$ cat src/rtl/bcd_gray_pkg.sv
// Shared types and helpers for the BCD counter / Gray encoding slice.
package bcd_gray_pkg;

  localparam int unsigned BCD_W = 4;
  localparam logic [3:0] BCD_MAX = 4'd9;

  typedef logic [BCD_W-1:0] bcd_digit_t;

  // Per-digit Gray code; the OR in bit 2 is exact for legal digits 0..9.
  function automatic bcd_digit_t bcd_to_gray(input bcd_digit_t b);
    bcd_digit_t g;
    g[3] = b[3];
    g[2] = b[3] | b[2];
    g[1] = b[2] ^ b[1];
    g[0] = b[1] ^ b[0];
    return g;
  endfunction

  // Decimal digit idx (0 = units) of a plain integer, used for reset values.
  function automatic bcd_digit_t init_digit(input int unsigned val, input int unsigned idx);
    int unsigned v;
    v = val;
    for (int unsigned i = 0; i < idx; i++) v = v / 10;
    return bcd_digit_t'(v % 10);
  endfunction

endpackage

$ cat src/rtl/bcd_digit_cell.sv
// One cascaded BCD digit with load, carry/borrow chain and Gray output.
// Build option: GRAY_OUT_REG_EN registers gray from the next digit state.
module bcd_digit_cell
  import bcd_gray_pkg::*;
#(
  parameter bcd_digit_t INIT_DIGIT = '0
) (
  input  logic       clk,
  input  logic       rst,
  input  logic       step_in,
  input  logic       up,
  input  logic       load,
  input  bcd_digit_t load_digit,
  output bcd_digit_t digit,
  output bcd_digit_t gray,
  output logic       step_out,
  output logic       bad_load
);

  bcd_digit_t digit_q, digit_d;
  logic       at_limit;

  // Next digit: load beats step; wrap at the direction's limit.
  always_comb begin
    at_limit = up ? (digit_q == BCD_MAX) : (digit_q == '0);
    step_out = step_in & at_limit;
    bad_load = load & (load_digit > BCD_MAX);
    digit_d  = digit_q;
    if (load) begin
      digit_d = bad_load ? '0 : load_digit;
    end else if (step_in) begin
      if (at_limit) digit_d = up ? '0 : BCD_MAX;
      else          digit_d = up ? digit_q + 4'd1 : digit_q - 4'd1;
    end
  end

  // Digit register.
  always_ff @(posedge clk or posedge rst) begin
    if (rst) digit_q <= INIT_DIGIT;
    else     digit_q <= digit_d;
  end

  assign digit = digit_q;

`ifdef GRAY_OUT_REG_EN
  bcd_digit_t gray_q, gray_d;

  // Encode the next state so the registered Gray stays aligned with digit_q.
  always_comb begin
    gray_d = bcd_to_gray(digit_d);
  end

  // Gray output register.
  always_ff @(posedge clk or posedge rst) begin
    if (rst) gray_q <= bcd_to_gray(INIT_DIGIT);
    else     gray_q <= gray_d;
  end

  assign gray = gray_q;
`else
  assign gray = bcd_to_gray(digit_q);
`endif

endmodule

$ cat src/rtl/bcd_gray_counter.sv
// Multi-digit BCD up/down counter with per-digit Gray output, terminal
// count and sticky invalid-load flag.
// Build option: GRAY_OUT_REG_EN (registered gray_out, same port timing).
module bcd_gray_counter
  import bcd_gray_pkg::*;
#(
  parameter int unsigned DIGITS   = 2,
  parameter int unsigned INIT_VAL = 0
) (
  input  logic                clk,
  input  logic                rst,
  input  logic                en,
  input  logic                up,
  input  logic                load,
  input  logic [4*DIGITS-1:0] load_val,
  output logic [4*DIGITS-1:0] bcd_out,
  output logic [4*DIGITS-1:0] gray_out,
  output logic                tc,
  output logic                load_err
);

  logic [DIGITS:0]   step;
  logic [DIGITS-1:0] bad;
  logic              load_err_q, load_err_d;

  assign step[0] = en;

  for (genvar i = 0; i < DIGITS; i++) begin : g_digit
    bcd_digit_cell #(
      .INIT_DIGIT(init_digit(INIT_VAL, i))
    ) u_cell (
      .clk       (clk),
      .rst       (rst),
      .step_in   (step[i]),
      .up        (up),
      .load      (load),
      .load_digit(load_val[4*i +: 4]),
      .digit     (bcd_out[4*i +: 4]),
      .gray      (gray_out[4*i +: 4]),
      .step_out  (step[i+1]),
      .bad_load  (bad[i])
    );
  end

  // The ripple out of the top digit is en AND every digit at its limit,
  // which is exactly the terminal-count condition.
  assign tc = step[DIGITS];

  // Sticky error: any non-BCD digit on a load sets it until reset.
  always_comb begin
    load_err_d = load_err_q | (|bad);
  end

  // Error flag register.
  always_ff @(posedge clk or posedge rst) begin
    if (rst) load_err_q <= 1'b0;
    else     load_err_q <= load_err_d;
  end

  assign load_err = load_err_q;

endmodule

$ cat config.mk
export PLATFORM = sky130hd
export DESIGN_NAME = bcd_gray_counter
export DESIGN_NICKNAME = d
export VERILOG_FILES = /design/src/rtl/bcd_gray_pkg.sv /design/src/rtl/bcd_digit_cell.sv /design/src/rtl/bcd_gray_counter.sv
export SDC_FILE = /design/constraint.sdc
export NUM_CORES = 1
export LEC_CHECK = 0
export CAP_MARGIN = 20
export CORE_MARGIN = 1.5
export CORE_UTILIZATION = 43
export CTS_BUF_LIST = sky130_fd_sc_hd__clkbuf_2
export DETAILED_ROUTE_END_ITERATION = 8
export PLACE_DENSITY = 0.77
export SYNTH_ARGS = -nofsm -noshare
export SYNTH_HDL_FRONTEND = slang
export SYNTH_SLANG_ARGS = --single-unit
$ cat constraint.sdc
create_clock -name clk -period 3.9 [get_ports clk]
set_input_delay 0.975 -clock clk [delete_from_list [all_inputs] [get_ports clk]]
set_output_delay 0.975 -clock clk [all_outputs]
set_load 0.03 [all_outputs]
# Yosys cells after proc, flatten, opt, wreduce, memory -nomap -nowiden
# Index checks and enable logic that the tools add are counted.
[totals]
regBits = 9
inputBits = 13
out_inout_bits = 18
word_cells = 40
[op_classes]
addsub = 4
order_cmp = 2
n_eq_ne = 2
muxes = 13
bitwise_logic = 11
reduce_logical = 5
[ops]
columns = ["op", "count"]
rows = [
  ["2-to-1 mux 4 bit", 11],
  ["adder 4 x 1 -> 4 bit, second input constant", 2],
  ["equality test 4 bit, second input constant", 2],
  ["greater-than comparator 4 bit, second input constant", 2],
  ["zero test 4 bit", 2],
  ["subtractor 4 x 1 -> 4 bit, second input constant", 2],
  ["AND 1 bit", 4],
  ["nonzero test 2 bit", 2],
  ["bitwise XOR 1 bit", 4],
  ["bitwise OR 1 bit", 3],
  ["2-to-1 mux 1 bit", 2],
  ["OR reduction 2 bit", 1],
]

# Logic depth before layout (Yosys ltp)
[logic_depth]
word_depth = 5
depth_mapped = 8
depth_no_buf = 7

# Cells and area by module
# From an unflattened synthesis, not the netlist that was laid out.
[hier_totals]
cells_unflattened = 113
area_unflattened_um2 = 950.9
[by_module_without_submodules]
columns = ["module", "n_inst", "cells_each", "area_per_inst_um2", "seq_area_each_um2"]
rows = [
  ["bcd_digit_cell", 2, 55, 457.9, 100.1],
  ["bcd_gray_counter", 1, 3, 35.0, 25.0],
]

# Least setup slack after synthesis
# Ideal clock, no wire load.
[synth_path]
path_kind = "input to output"
start = "in up"
end = "out tc"
t_arrival_ps = 2170
t_required_ps = 2925
slack_ps = 755
stages = 5
path_buffers = 2
path_cell_list = "buf_6 > or3b_1 > a211o_1 > buf_6 > and2b_2"
[synth_between]
elab_chain_cells = 3
elab_cells_between_ends = 4
cone_classes = "mux: 2; bitwise: 2"
[synth_rtl]
columns = ["element", "line_no", "rtl"]
rows = [
  ["start: declaration", "bcd_gray_counter.sv:13", "input logic up,"],
  ["2-to-1 mux 1 bit", "bcd_digit_cell.sv:25", "at_limit = up ? (digit_q == BCD_MAX) : (digit_q == '0);"],
  ["AND 1 bit", "bcd_digit_cell.sv:26", "step_out = step_in & at_limit;"],
  ["AND 1 bit (*)", "bcd_digit_cell.sv:26", ""],
  ["end: declaration", "bcd_gray_counter.sv:18", "output logic tc,"],
]
# Mark *: on every way between the ends. The rest lies on a longest branch, timed or not.

# Final worst setup path
# Ends and elaborated chain as after synthesis.

==> run summary <==
Crit path arrival time: 2.69 ns
Placer's final routability congestion estimate: 0.8202
Routed vias/inst: 5.344
Number of clock sinks: 9
Area growth from synthesis to final layout: 35.11%
Endpoint type of the worst setup path: primary output
Detailed Route Iter0 Violations: 18
Maximum number of pins on one net before global-route repair: 12
Nets@finish: 160
Final Cycle Share: 0.9396
Grt met3 use: 0.02160
Fmax: 272.9 MHz
Flop-to-flop setup slack: 1.75 ns
Post-CTS Setup Repair Bufs: 0
Maximum level of the CTS H-tree: 1
Met2 capacity usage during global routing: 0.3310
Initial Util: 0.4541
Unrepaired setup endpoints after global routing: no
Wire length after detailed routing: 2019 um
Peak VDD IR: 0.1838 mV
Slew @ Worst Pin: 0.3751 ns
Horiz. Die Dim: 48.52 um
Number of I/O port buffers: 30
Number of distinct standard cells referenced by the synthesized netlist: 35
Sum of negative setup slack: 0 ns
Synthesis-stage register bit count: 9
Type of the tightest min-delay check: reg2reg
Result of the run: finished clean
Final critical-path setup slack: 0.2356 ns
Worst slew slack as a fraction of its limit: 0.7496
Most utilized layer in the global route result: met2
Count of hold-fix buffers inserted at cts: 0
Global-route wire length before repair: 3505 um
Post-detailed-route DRC marker count: 0
Core region area: 1962 um2
Met1 Resource Use GR: 0.2288
Global-route usage over all layers: 0.1842
Standard-cell row count: 16
Crit Reg-Reg Endpoint: g_digit[0].u_cell.digit[3]
Startpoint class of the critical path: primary input
Total iterations of the first detailed-routing run: 4
Fraction of layout cells with a size suffix above 1: 0.08824
PostCTS Resize Cnt: 0
Estimated wirelength of the detail-placed design: 1616 um
Mapped Cells: 107
Setup violators final: 0
Number of hold violations in the final report: 0
Register clock-pin slew on the reported worst setup and hold paths: 0.10 ns
Antenna Cells: 0
Die Footprint: 2354 um2
Worst setup path endpoint: tc
Number of buffers on the longest clock path: 2
Via count of the first global-routing pass: 848
Number of buffers created by CTS: 3
Path depth of the worst reg2reg path: 7
Number of cells on the worst hold path: 1
I/O pin total: 31
Required time reported for the critical path endpoint: 2.92 ns
Summed instance area of the synthesized netlist: 890.9 um2
Worst setup path start: up
Placement-stage worst setup slack: 0.2550 ns
Hold_ws: 0.4904 ns
TritonCTS clock tree: done
Fill cells: 200
Final-report max-slew violation count: 0
Post-route cell area: 1204 um2
Total cell area at the placement stage: 1184 um2
Worst R2R Start: g_digit[0].u_cell.digit[0]
Post-Syn Nets: 130
Number of max-capacitance violations reported: 0
Remaining Overflow, GRT: 0
Initial antenna violation count: 0
Vias: 871
Crit path time final: 3.664 ns
Leak: 0.5382 nW
Share of synthesized area occupied by flip-flops and latches: 0.2528
Cell Pwr Density: 352.4 nW/um2
Maximum net fanout on the critical path: 9
Per-instance average area after synthesis: 8.326 um2
Die height: 48.52 um
Latest clock arrival within the worst-skew pair: 0.25 ns
Setup Crit Path Kind: in2out
Final setup skew: 0.004234 ns
Warnings from Yosys: 0
Detail Route Antenna Nets: 0
Sum of internal, switching and leakage power: 0.0004242 W
Wire length per cell: 12.39 um
Cell at the root of the clock tree: clkbuf_2
[metrics by stage]
stage	utilization	cells
floorplan	-	107
global placement	0.6033	159
detailed placement	0.6033	159
CTS	0.6135	163
global route	0.6135	163
finish	0.6135	163
[report_power, final]
group / switching, W / total (W) / leakage [nW] / internal (W)
clock network: 0.0000351 / 0.0000583 / 0.0164 / 0.0000232
registers: 0.0000231 / 0.000127 / 0.108 / 0.000104
logic: 0.000130 / 0.000239 / 0.414 / 0.000109
total: 0.000188 / 0.000424 / 0.538 / 0.000236
[final cells by class]
type	count	area, um2	area share
inverter	12	45.04	0.03742
timing repair buffer	31	305.3	0.2536
clock inverter	1	5.005	0.004158
multi-input combinational	80	574.3	0.4771
sequential	9	225.2	0.1871
tap	27	33.78	0.02807
clock buffer	3	15.01	0.01247
[cells in the final DEF, fill, tap and decap left out, drive strengths merged]
cell | netlist | final
o21ai | 8 | 8
a21o | 3 | 3
and3 | 1 | 1
a31oi | 2 | 2
nor3b | 1 | 1
mux2i | 3 | 3
buf | 5 | 2
a211oi | 2 | 2
ha | 8 | 8
o31ai | 1 | 1
nor3 | 3 | 3
o32ai | 1 | 1
nand2b | 2 | 2
a22o | 1 | 1
nand3b | 1 | 1
and2b | 1 | 1
nand2 | 4 | 4
a41oi | 1 | 1
or3b | 2 | 2
xor2 | 3 | 3
xnor2 | 2 | 2
a211o | 1 | 1
clkdlybuf4s50 | 0 | 29
dfrtp | 9 | 9
fa | 2 | 2
nor2 | 6 | 6
clkbuf | 1 | 3
inv | 12 | 12
or2 | 2 | 2
nand3 | 4 | 4
a21oi | 14 | 14
o221a | 1 | 1
clkinv | 0 | 1
[critical path, cell delays in order]
cell             delay (ns)
clkdlybuf4s50_1        0.48
or3b_1                 0.42
a211o_1                0.42
and2b_2                0.25
buf_4                  0.15
[Yosys cell counts, drive strengths merged]
cell type,instances,area share
a211o,1,0.0098
a211oi,2,0.017
a21o,3,0.027
a21oi,14,0.079
a22o,1,0.0098
a31oi,2,0.014
a41oi,1,0.0098
and2b,1,0.0098
and3,1,0.0070
buf,5,0.048
clkbuf,1,0.0042
dfrtp,9,0.25
fa,2,0.045
ha,8,0.11
inv,12,0.051
mux2i,3,0.034
nand2,4,0.017
nand2b,2,0.014
nand3,4,0.022
nand3b,1,0.0084
nor2,6,0.025
nor3,3,0.017
nor3b,1,0.0084
o21ai,8,0.045
o221a,1,0.013
o31ai,1,0.0084
o32ai,1,0.0098
or2,2,0.014
or3b,2,0.020
xnor2,2,0.020
xor2,3,0.029
[cells by family (layout without fill, tap and decap cells)]
group | Yosys count | in the layout | synth area share
buffers and inverters | 18 | 47 | 0.1025
AO/OA/AOI/OAI | 35 | 35 | 0.2416
adder cells (fa/ha/maj) | 10 | 10 | 0.1573
flip-flops | 9 | 9 | 0.2528
XOR/XNOR | 5 | 5 | 0.04917
AND/OR/NAND/NOR | 27 | 27 | 0.1629
multiplexers | 3 | 3 | 0.03371
[flip-flops by register name, summed over array words and instances (netlist names)]
register,count
load_err,1
g_digit.u_cell.digit,8
[how the worst min path moves through the flow]
stage	from	end	slack [ns]
final	load_err	load_err	0.49
after global routing	load_err	load_err	0.52
after CTS	load_err	load_err	0.49
after detailed placement	load_err	load_err	0.46
after global placement	load_err	load_err	0.46
after floorplan	load_err	load_err	0.68
[metal layers]
layer | part of all wire | routed length [um]
met3 | 0.038 | 77
met4 | 0.0074 | 15
met1 | 0.47 | 942
met2 | 0.49 | 983
met5 | 0 | 0
No activity file was read; power rests on OpenSTA's default activity.
